$ cat src/rtl/instr_fetch_unit.sv
`default_nettype none
// +----------------------------------------------------------------------------+
// | Module      : instr_fetch_unit                                             |
// | Description : Fetch/issue sequencer between the instruction memory and     |
// |               the decoder: holds the PC, reads the IM and issues words.    |
// | Revision    : 1.0  initial release                                         |
// +----------------------------------------------------------------------------+
module instr_fetch_unit #(
    parameter int                ADDR_W   = 8,
    parameter logic [ADDR_W-1:0] RESET_PC = '0
) (
    input  logic              clk,
    input  logic              rst,
    input  logic              start,
    input  logic              stall,
    output logic              im_en,
    output logic [ADDR_W-1:0] im_addr,
    input  logic [15:0]       im_rdata,
    output logic [15:0]       instr,
    output logic              instr_valid,
    input  logic              branch,
    input  logic              cond_true,
    output logic [ADDR_W-1:0] pc,
    output logic              halted,
    output logic [15:0]       retired
);

    localparam logic [2:0] S_IDLE  = 3'd0;
    localparam logic [2:0] S_FETCH = 3'd1;
    localparam logic [2:0] S_WAIT  = 3'd2;
    localparam logic [2:0] S_EXEC  = 3'd3;
    localparam logic [2:0] S_HALT  = 3'd4;

    localparam logic [4:0]        C_HALT_OP = 5'b11111;
    localparam logic [ADDR_W-1:0] C_PC_ONE  = {{(ADDR_W-1){1'b0}}, 1'b1};
    localparam logic [15:0]       C_RET_MAX = 16'hFFFF;

    logic [2:0]        r_state,   w_state_nxt;
    logic [ADDR_W-1:0] r_pc,      w_pc_nxt;
    logic [15:0]       r_instr,   w_instr_nxt;
    logic [15:0]       r_retired, w_retired_nxt;
    logic              w_is_halt;

    assign w_is_halt = (r_instr[15:11] == C_HALT_OP);

    always_ff @(posedge clk) begin
        if (rst) begin
            r_state   <= S_IDLE;
            r_pc      <= RESET_PC;
            r_instr   <= 16'h0000;
            r_retired <= 16'h0000;
        end else begin
            r_state   <= w_state_nxt;
            r_pc      <= w_pc_nxt;
            r_instr   <= w_instr_nxt;
            r_retired <= w_retired_nxt;
        end
    end

    always_comb begin
        w_state_nxt   = r_state;
        w_pc_nxt      = r_pc;
        w_instr_nxt   = r_instr;
        w_retired_nxt = r_retired;
        im_en         = 1'b0;
        im_addr       = '0;
        instr_valid   = 1'b0;
        halted        = 1'b0;
        case (r_state)
            S_IDLE: begin
                if (start) w_state_nxt = S_FETCH;
            end
            S_FETCH: begin
                im_en       = 1'b1;
                im_addr     = r_pc;
                w_state_nxt = S_WAIT;
            end
            S_WAIT: begin
                w_instr_nxt = im_rdata;
                w_state_nxt = S_EXEC;
            end
            S_EXEC: begin
                instr_valid = 1'b1;
                if (!stall) begin
                    if (r_retired != C_RET_MAX) w_retired_nxt = r_retired + 16'd1;
                    // Halt outranks a simultaneous branch: PC stays on the halt word.
                    if (w_is_halt) begin
                        w_state_nxt = S_HALT;
                    end else begin
                        if (branch && cond_true) w_pc_nxt = r_instr[ADDR_W-1:0];
                        else                     w_pc_nxt = r_pc + C_PC_ONE;
                        w_state_nxt = S_FETCH;
                    end
                end
            end
            S_HALT: begin
                halted = 1'b1;
            end
            default: begin
                w_state_nxt = S_IDLE;
            end
        endcase
    end

    assign instr   = r_instr;
    assign pc      = r_pc;
    assign retired = r_retired;

endmodule
`default_nettype wire

$ cat config.mk
export PLATFORM = sky130hd
export DESIGN_NAME = instr_fetch_unit
export DESIGN_NICKNAME = d
export VERILOG_FILES = /design/src/rtl/instr_fetch_unit.sv
export SDC_FILE = /design/constraint.sdc
export NUM_CORES = 1
export LEC_CHECK = 0
export CORE_UTILIZATION = 60
export CTS_CLUSTER_SIZE = 14
export DETAILED_ROUTE_END_ITERATION = 10
export DONT_BUFFER_PORTS = 1
export GPL_ROUTABILITY_DRIVEN = 0
export PLACE_DENSITY = 0.86
export SLEW_MARGIN = 0
export SYNTH_ARGS = -nofsm -noshare
export SYNTH_HDL_FRONTEND = slang
export SYNTH_SLANG_ARGS = --single-unit
$ cat constraint.sdc
create_clock -name clk -period 3.9 [get_ports clk]
set_input_delay 0.195 -clock clk [delete_from_list [all_inputs] [get_ports clk]]
set_output_delay 0.195 -clock clk [all_outputs]
set_load 0.005 [all_outputs]
==> results of run 1 <==
==> state kept, by name, indices dropped and copies added (netlist names) <==
register	flops
instr	16
pc	8
retired	16
r_state	3
==> path summary, 6_finish.rpt <==
path / slack (ps) / start / cells after the start / end
worst max-delay path: 1410 / retired[0] / 5 / retired[7]
worst min-delay path: 9 / stall / 2 / r_state[1]
worst max register to register: 1410 / retired[0] / 5 / retired[7]
worst min register to register: 490 / instr[9] / 2 / instr[9]
==> timing repair <==
item	4_1_cts	5_1_grt
setup endpoints to repair	0	0
hold buffers	17	0
endpoints found under the hold margin	37	0
==> power by group through the flow <==
stage | Combinational, uW | Clock, uW | Sequential, uW
5_1_grt | 77.1 | 249 | 474
3_3_place_gp | 45.3 | 0 | 480
4_1_cts | 67.3 | 235 | 471
2_1_floorplan | 48.8 | 0 | 474
6_report | 69.3 | 232 | 472
3_5_place_dp | 46.7 | 0 | 481
==> layer usage <==
layer	track usage [%]	up-vias
met5	0	-
li1	-	972
met2	43.17	67
met4	6.818	0
met1	34.73	890
met3	8.193	2
==> cell usage in the layout (no fill, tap or decap), types with 3 or more instances in the layout <==
cell and n:
and3_1 4, o21ai_0 15, nand4_1 7, clkbuf_4 5
nor4_1 9, nor2b_1 5, nand3_1 7, nor2_1 14
nand2_1 47, dfxtp_1 43, dlygate4sd3_1 16, and4_1 3
mux2_1 6, o31ai_1 3, and2_1 12, nor3b_1 3
a21oi_1 32, or3_1 6
==> cells by family after synthesis <==
group / share of synthesized area [%]
multiplexers: 3.220
flip-flops: 41.03
AND/OR/NAND/NOR: 34.53
buffers and inverters: 2.385
AO/OA/AOI/OAI: 17.65
adder cells (fa/ha/maj): 1.192
==> worst register-to-register path: stages (launching register included) <==
cell and delay, ps:
dfxtp_1 480, ha_1 290, nand4_1 240, nor4_2 890, nor4_1 140, mux2_1 360
==> through the flow <==
stage               setup slack [ps]  cell area (um2)  power [uW]  utilization (%)  std cells
finish                          1410             2351       773.2            70.45        318
global route                    1119             2351       800.4            70.45        318
CTS                             1436             2351       773.7            70.45        318
global placement                1562             2110       525.5            63.22        293
detailed placement              1452             2110       527.6            63.22        293
floorplan                       2047             2098       522.7                -        259
==> area by class of cell <==
type,instances,share of cell area (%)
clock inverters,3,1.011
inverters,1,0.1597
well taps,46,2.448
clock buffers,5,1.597
flip-flops and latches,43,36.62
repair buffers,17,7.664
multi-input cells,203,50.51
==> synth_stat cells, types with 2 or more instances <==
cell / count
nand4_1: 7
or3_1: 6
o21ai_0: 15
a21oi_1: 32
dfxtp_1: 43
o31ai_1: 3
nor4_1: 9
ha_1: 2
and3_1: 4
a211oi_1: 2
mux2_1: 6
a31oi_1: 2
nor2_1: 14
nand3_1: 7
clkbuf_1: 11
nor2b_1: 5
or4_1: 2
nand2_1: 47
nor3b_1: 3
and4_1: 3
and2_1: 12
==> results.yml, run 1 <==
critical_path:
  worstSetupPathType: "flop to flop"
  cp_num_buf_inv: 0
  slowest_delay_ps: 890
  crit_fanout: 16
  cp-end-kind: "flop"
  critical_path_required_ps: 4150
  startpoint_type: "flop"
  slowest_stage: "nor4_2"
  path_cells: "ha_1 > nand4_1 > nor4_2 > nor4_1 > mux2_1"
  arrival_ps: 2740
  crit_family: "simple AND/OR/NAND/NOR gates"
yosys:
  ys.flop_type: "dfxtp_1"
  ys_warn_count: 0
  ys_types: 45
  netlist_area_um2: 2098
  yosysSeqAreaShare_pct: 41.03
  syn_inst: 259
  ys_seq_elements: 43
  synth.net_count: 283
  synth_area_per_cell_um2: 8.101
  async_flop_share_pct: 0
  synth_top_area_share_pct: 41.03
  synth_top_area_cell: "dfxtp_1"
  synth_edf_count: 0
  synth.area.top_cells: "dfxtp_1, nand2_1, a21oi_1, and2_1, o21ai_0"
outcome:
  status: "completed"
route:
  routed_wl_mm: 4.987
  via_per_inst: 6.072
  first_iter_violations: 134
  firstDrtPassIters: 4
  dr.max_layer_used: "met4"
  drc: 0
  ant_nets: 0
  avgRoutedWirePerCell_um: 15.68
  wl_met3_um: 363
  wl_met1_mm: 2.177
  dr_wl_met2_mm: 2.420
  vias: 1931
floorplan:
  die_h_um: 61.14
  die_w_um: 61.14
  initial_core_util_pct: 62.88
  core_um2: 3337
  rows: 21
  dieArea_um2: 3737
  io_pins: 73
power_and_ir_drop:
  p_leak_uw: 0.0007907
  combPwrFrac_pct: 9.0
  pwr-share-seq_pct: 61.0
  p_int_uw: 555.7
  swShare_pct: 28.12
  power_density_nw_per_um2: 328.9
  p_clk_share_pct: 30.0
  switchingPower_uw: 217.5
  ir_drop_uv: 260.3
sta:
  clock_skew_ps: 8.877
  finalCritPeriodShare_pct: 63.84
  setup_tns_ps: 0
  setup_viol: 0
  grt_setup_unrepaired: "no"
  hold_violations: 0
  min_period_ps: 2490
  tightest_slew_ps: 1107
  relSlewSlack_pct: 25.57
  slew_viol_final: 0
  fin_hold_ws_ps: 9.405
  max_freq_ghz: 0.4016
clocking:
  numCtsBuffers: 5
  clk_pin_slew_ps: 130
  cts-root-buf: "clkbuf_4"
  clock_latency_ps: 360
  htree_num_levels: 2
  post_cts_buffers: 0
  cts_tree: "yes"
  clockBufferDepth: 2
  cts_resized: 0
  clkSinkCount: 43
global_route:
  grt_pass1_vias: 1673
  grt_pass1_wl_mm: 7.479
  antenna_found_initial: 0
  grt_overflow_total: 0
  grt_max_degree: 38
  grtUsageTotal_pct: 26.68
worst_hold_path:
  hold_path.class: "primary input to flop"
cells_and_area:
  layout.area.seq_um2: 860.8
  fin_nets: 295
  fillCellCount: 265
  final_layout_size_suffix_gt1_share_pct: 5.882
  n_antenna_cell: 0
  multi_input_area_um2: 1187
  area_delta_synth_final_pct: 12.05
placement:
  place.detailed.hpwl_mm: 3.145
  numPortBuffers: 0
flow_run:
  cap_violations: 0
No activity file was read; power rests on OpenSTA's default activity.
==> run 2, diff against run 1 <==
--- a/config.mk
+++ b/config.mk
@@ -5,12 +5,12 @@
 export SDC_FILE = /design/constraint.sdc
 export NUM_CORES = 1
 export LEC_CHECK = 0
-export CORE_UTILIZATION = 60
+export CORE_UTILIZATION = 56
 export CTS_CLUSTER_SIZE = 14
 export DETAILED_ROUTE_END_ITERATION = 10
 export DONT_BUFFER_PORTS = 1
 export GPL_ROUTABILITY_DRIVEN = 0
-export PLACE_DENSITY = 0.86
+export PLACE_DENSITY = 0.84
 export SLEW_MARGIN = 0
 export SYNTH_ARGS = -nofsm -noshare
 export SYNTH_HDL_FRONTEND = slang
==> constraint.sdc (replaced) <==
create_clock -name clk -period 2.18 [get_ports clk]
set_input_delay 0.109 -clock clk [delete_from_list [all_inputs] [get_ports clk]]
set_output_delay 0.109 -clock clk [all_outputs]
set_load 0.005 [all_outputs]
==> results.yml, run 2 (synthesis results as in run 1) <==
placement:
  numPortBuffers: 0
  place_ws_ps: 316.4
  place.detailed.hpwl_mm: 3.371
global_route:
  antenna_found_initial: 0
  grt_max_degree: 38
  grt_pass1_wl_mm: 8.418
  grt_pass1_vias: 1790
  grt_overflow_total: 0
  grtUsageTotal_pct: 26.59
cells_and_area:
  layout.area.seq_um2: 860.8
  fillCellCount: 277
  multi_input_area_um2: 1187
  final_common_cell: "nand2_1"
  final_util_pct: 71.00
  fin_nets: 302
  n_antenna_cell: 0
  area_delta_synth_final_pct: 17.35
  final_layout_size_suffix_gt1_share_pct: 7.885
  layout_common_cells: "nand2_1, dfxtp_1, a21oi_1"
power_and_ir_drop:
  ir_drop_uv: 508.1
  swShare_pct: 23.08
  power.total_uw: 1611
  p_leak_uw: 0.0008569
  switchingPower_uw: 371.9
  p_int_uw: 1239
  combPwrFrac_pct: 8.1
  p_clk_share_pct: 39.6
  power_density_nw_per_um2: 654.2
  pwr-share-seq_pct: 52.3
floorplan:
  core_um2: 3468
  io_pins: 73
  die_w_um: 63.21
  rows: 21
  initial_core_util_pct: 60.50
  dieArea_um2: 3996
  die_h_um: 63.21
outcome:
  status: "completed"
route:
  first_iter_violations: 179
  ant_nets: 0
  vias: 1996
  via_per_inst: 6.142
  drc: 0
  avgRoutedWirePerCell_um: 16.11
  firstDrtPassIters: 4
  routed_wl_mm: 5.235
sta:
  setup_viol: 0
  max_freq_ghz: 0.5231
  setup_ws_ps: 268.3
  setup_tns_ps: 0
  min_period_ps: 1912
  finalCritPeriodShare_pct: 87.69
  clock_skew_ps: 7.091
  grt_setup_unrepaired: "no"
  slew_viol_final: 0
  hold_violations: 0
  tightest_slew_ps: 570.5
  relSlewSlack_pct: 61.97
clocking:
  clkSinkCount: 43
  post_cts_buffers: 0
  cts_resized: 0
  numCtsBuffers: 5
  htree_num_levels: 2
  cts-root-buf: "clkbuf_8"
  clockBufferDepth: 2
  clock_latency_ps: 290
  clk_pin_slew_ps: 80
  cts_tree: "yes"
flow_run:
  cap_violations: 0
critical_path:
  worstSetupPathType: "flop to flop"
  path_cells: "nor4bb_1 > nand2_1 > nor4_1 > mux2_1"
  startpoint_type: "flop"
  critical_path_required_ps: 2360
  slowest_stage: "dfxtp_1"
  cp-end-kind: "flop"
  arrival_ps: 2090
  crit_fanout: 10
  crit_family: "simple AND/OR/NAND/NOR gates"
  slowest_delay_ps: 500
  cp_num_buf_inv: 0
worst_hold_path:
  hold_path.class: "primary input to flop"
-- run 2: final timing paths --
kind                                    end       start  slack, ps  cells after the start
worst max register to register  retired[10]  r_state[1]        270                      4
worst min register to register     instr[9]    instr[9]        480                      2
worst min-delay path                  pc[7]         rst         10                      2
worst max-delay path            retired[10]  r_state[1]        270                      4
-- run 2: what timing repair did --
action / 4_1_cts / 5_1_grt
setup endpoints to repair: 0 / 0
endpoints found under the hold margin: 37 / 0
hold buffers: 18 / 0
-- run 2: stage by stage --
stage	instance area [um2]	hold WS, ps	std cells
after floorplan	2098	245.0	259
after global placement	2155	182.1	299
after detailed placement	2155	183.9	299
after CTS	2462	7.319	325
after global routing	2462	41.93	325
final	2462	13.09	325
-- run 2: layout make-up --
cell class | instances | share of cell area, %
Multi-Input combinational cell | 203 | 48.22
Sequential cell | 43 | 34.96
Timing Repair Buffer | 24 | 9.553
Clock buffer | 6 | 3.354
Tap cell | 46 | 2.337
Clock inverter | 2 | 1.423
Inverter | 1 | 0.1524
-- run 2: worst reg2reg max path: cells and delay by family, from the launching register on --
family           cells  cell delay, ps
flip-flops           1             500
multiplexers         1             360
AND/OR/NAND/NOR      3             940
-- run 2: power by group through the flow --
stage                     registers [uW]  clock network (uW)  logic, uW
after floorplan                      848                   0       87.3
after global placement               860                   0       86.3
after detailed placement             861                   0       89.6
after CTS                            842                 644        129
after global routing                 846                 673        145
final                                843                 638        131
-- run 2: routing by layer --
layer	part of all wire (%)	vias to the layer above	GRT usage, %
li1	-	980	-
met1	45	926	35.06
met2	46	81	41.80
met3	7.3	9	5.435
met4	1.5	0	11.65
met5	0	-	0
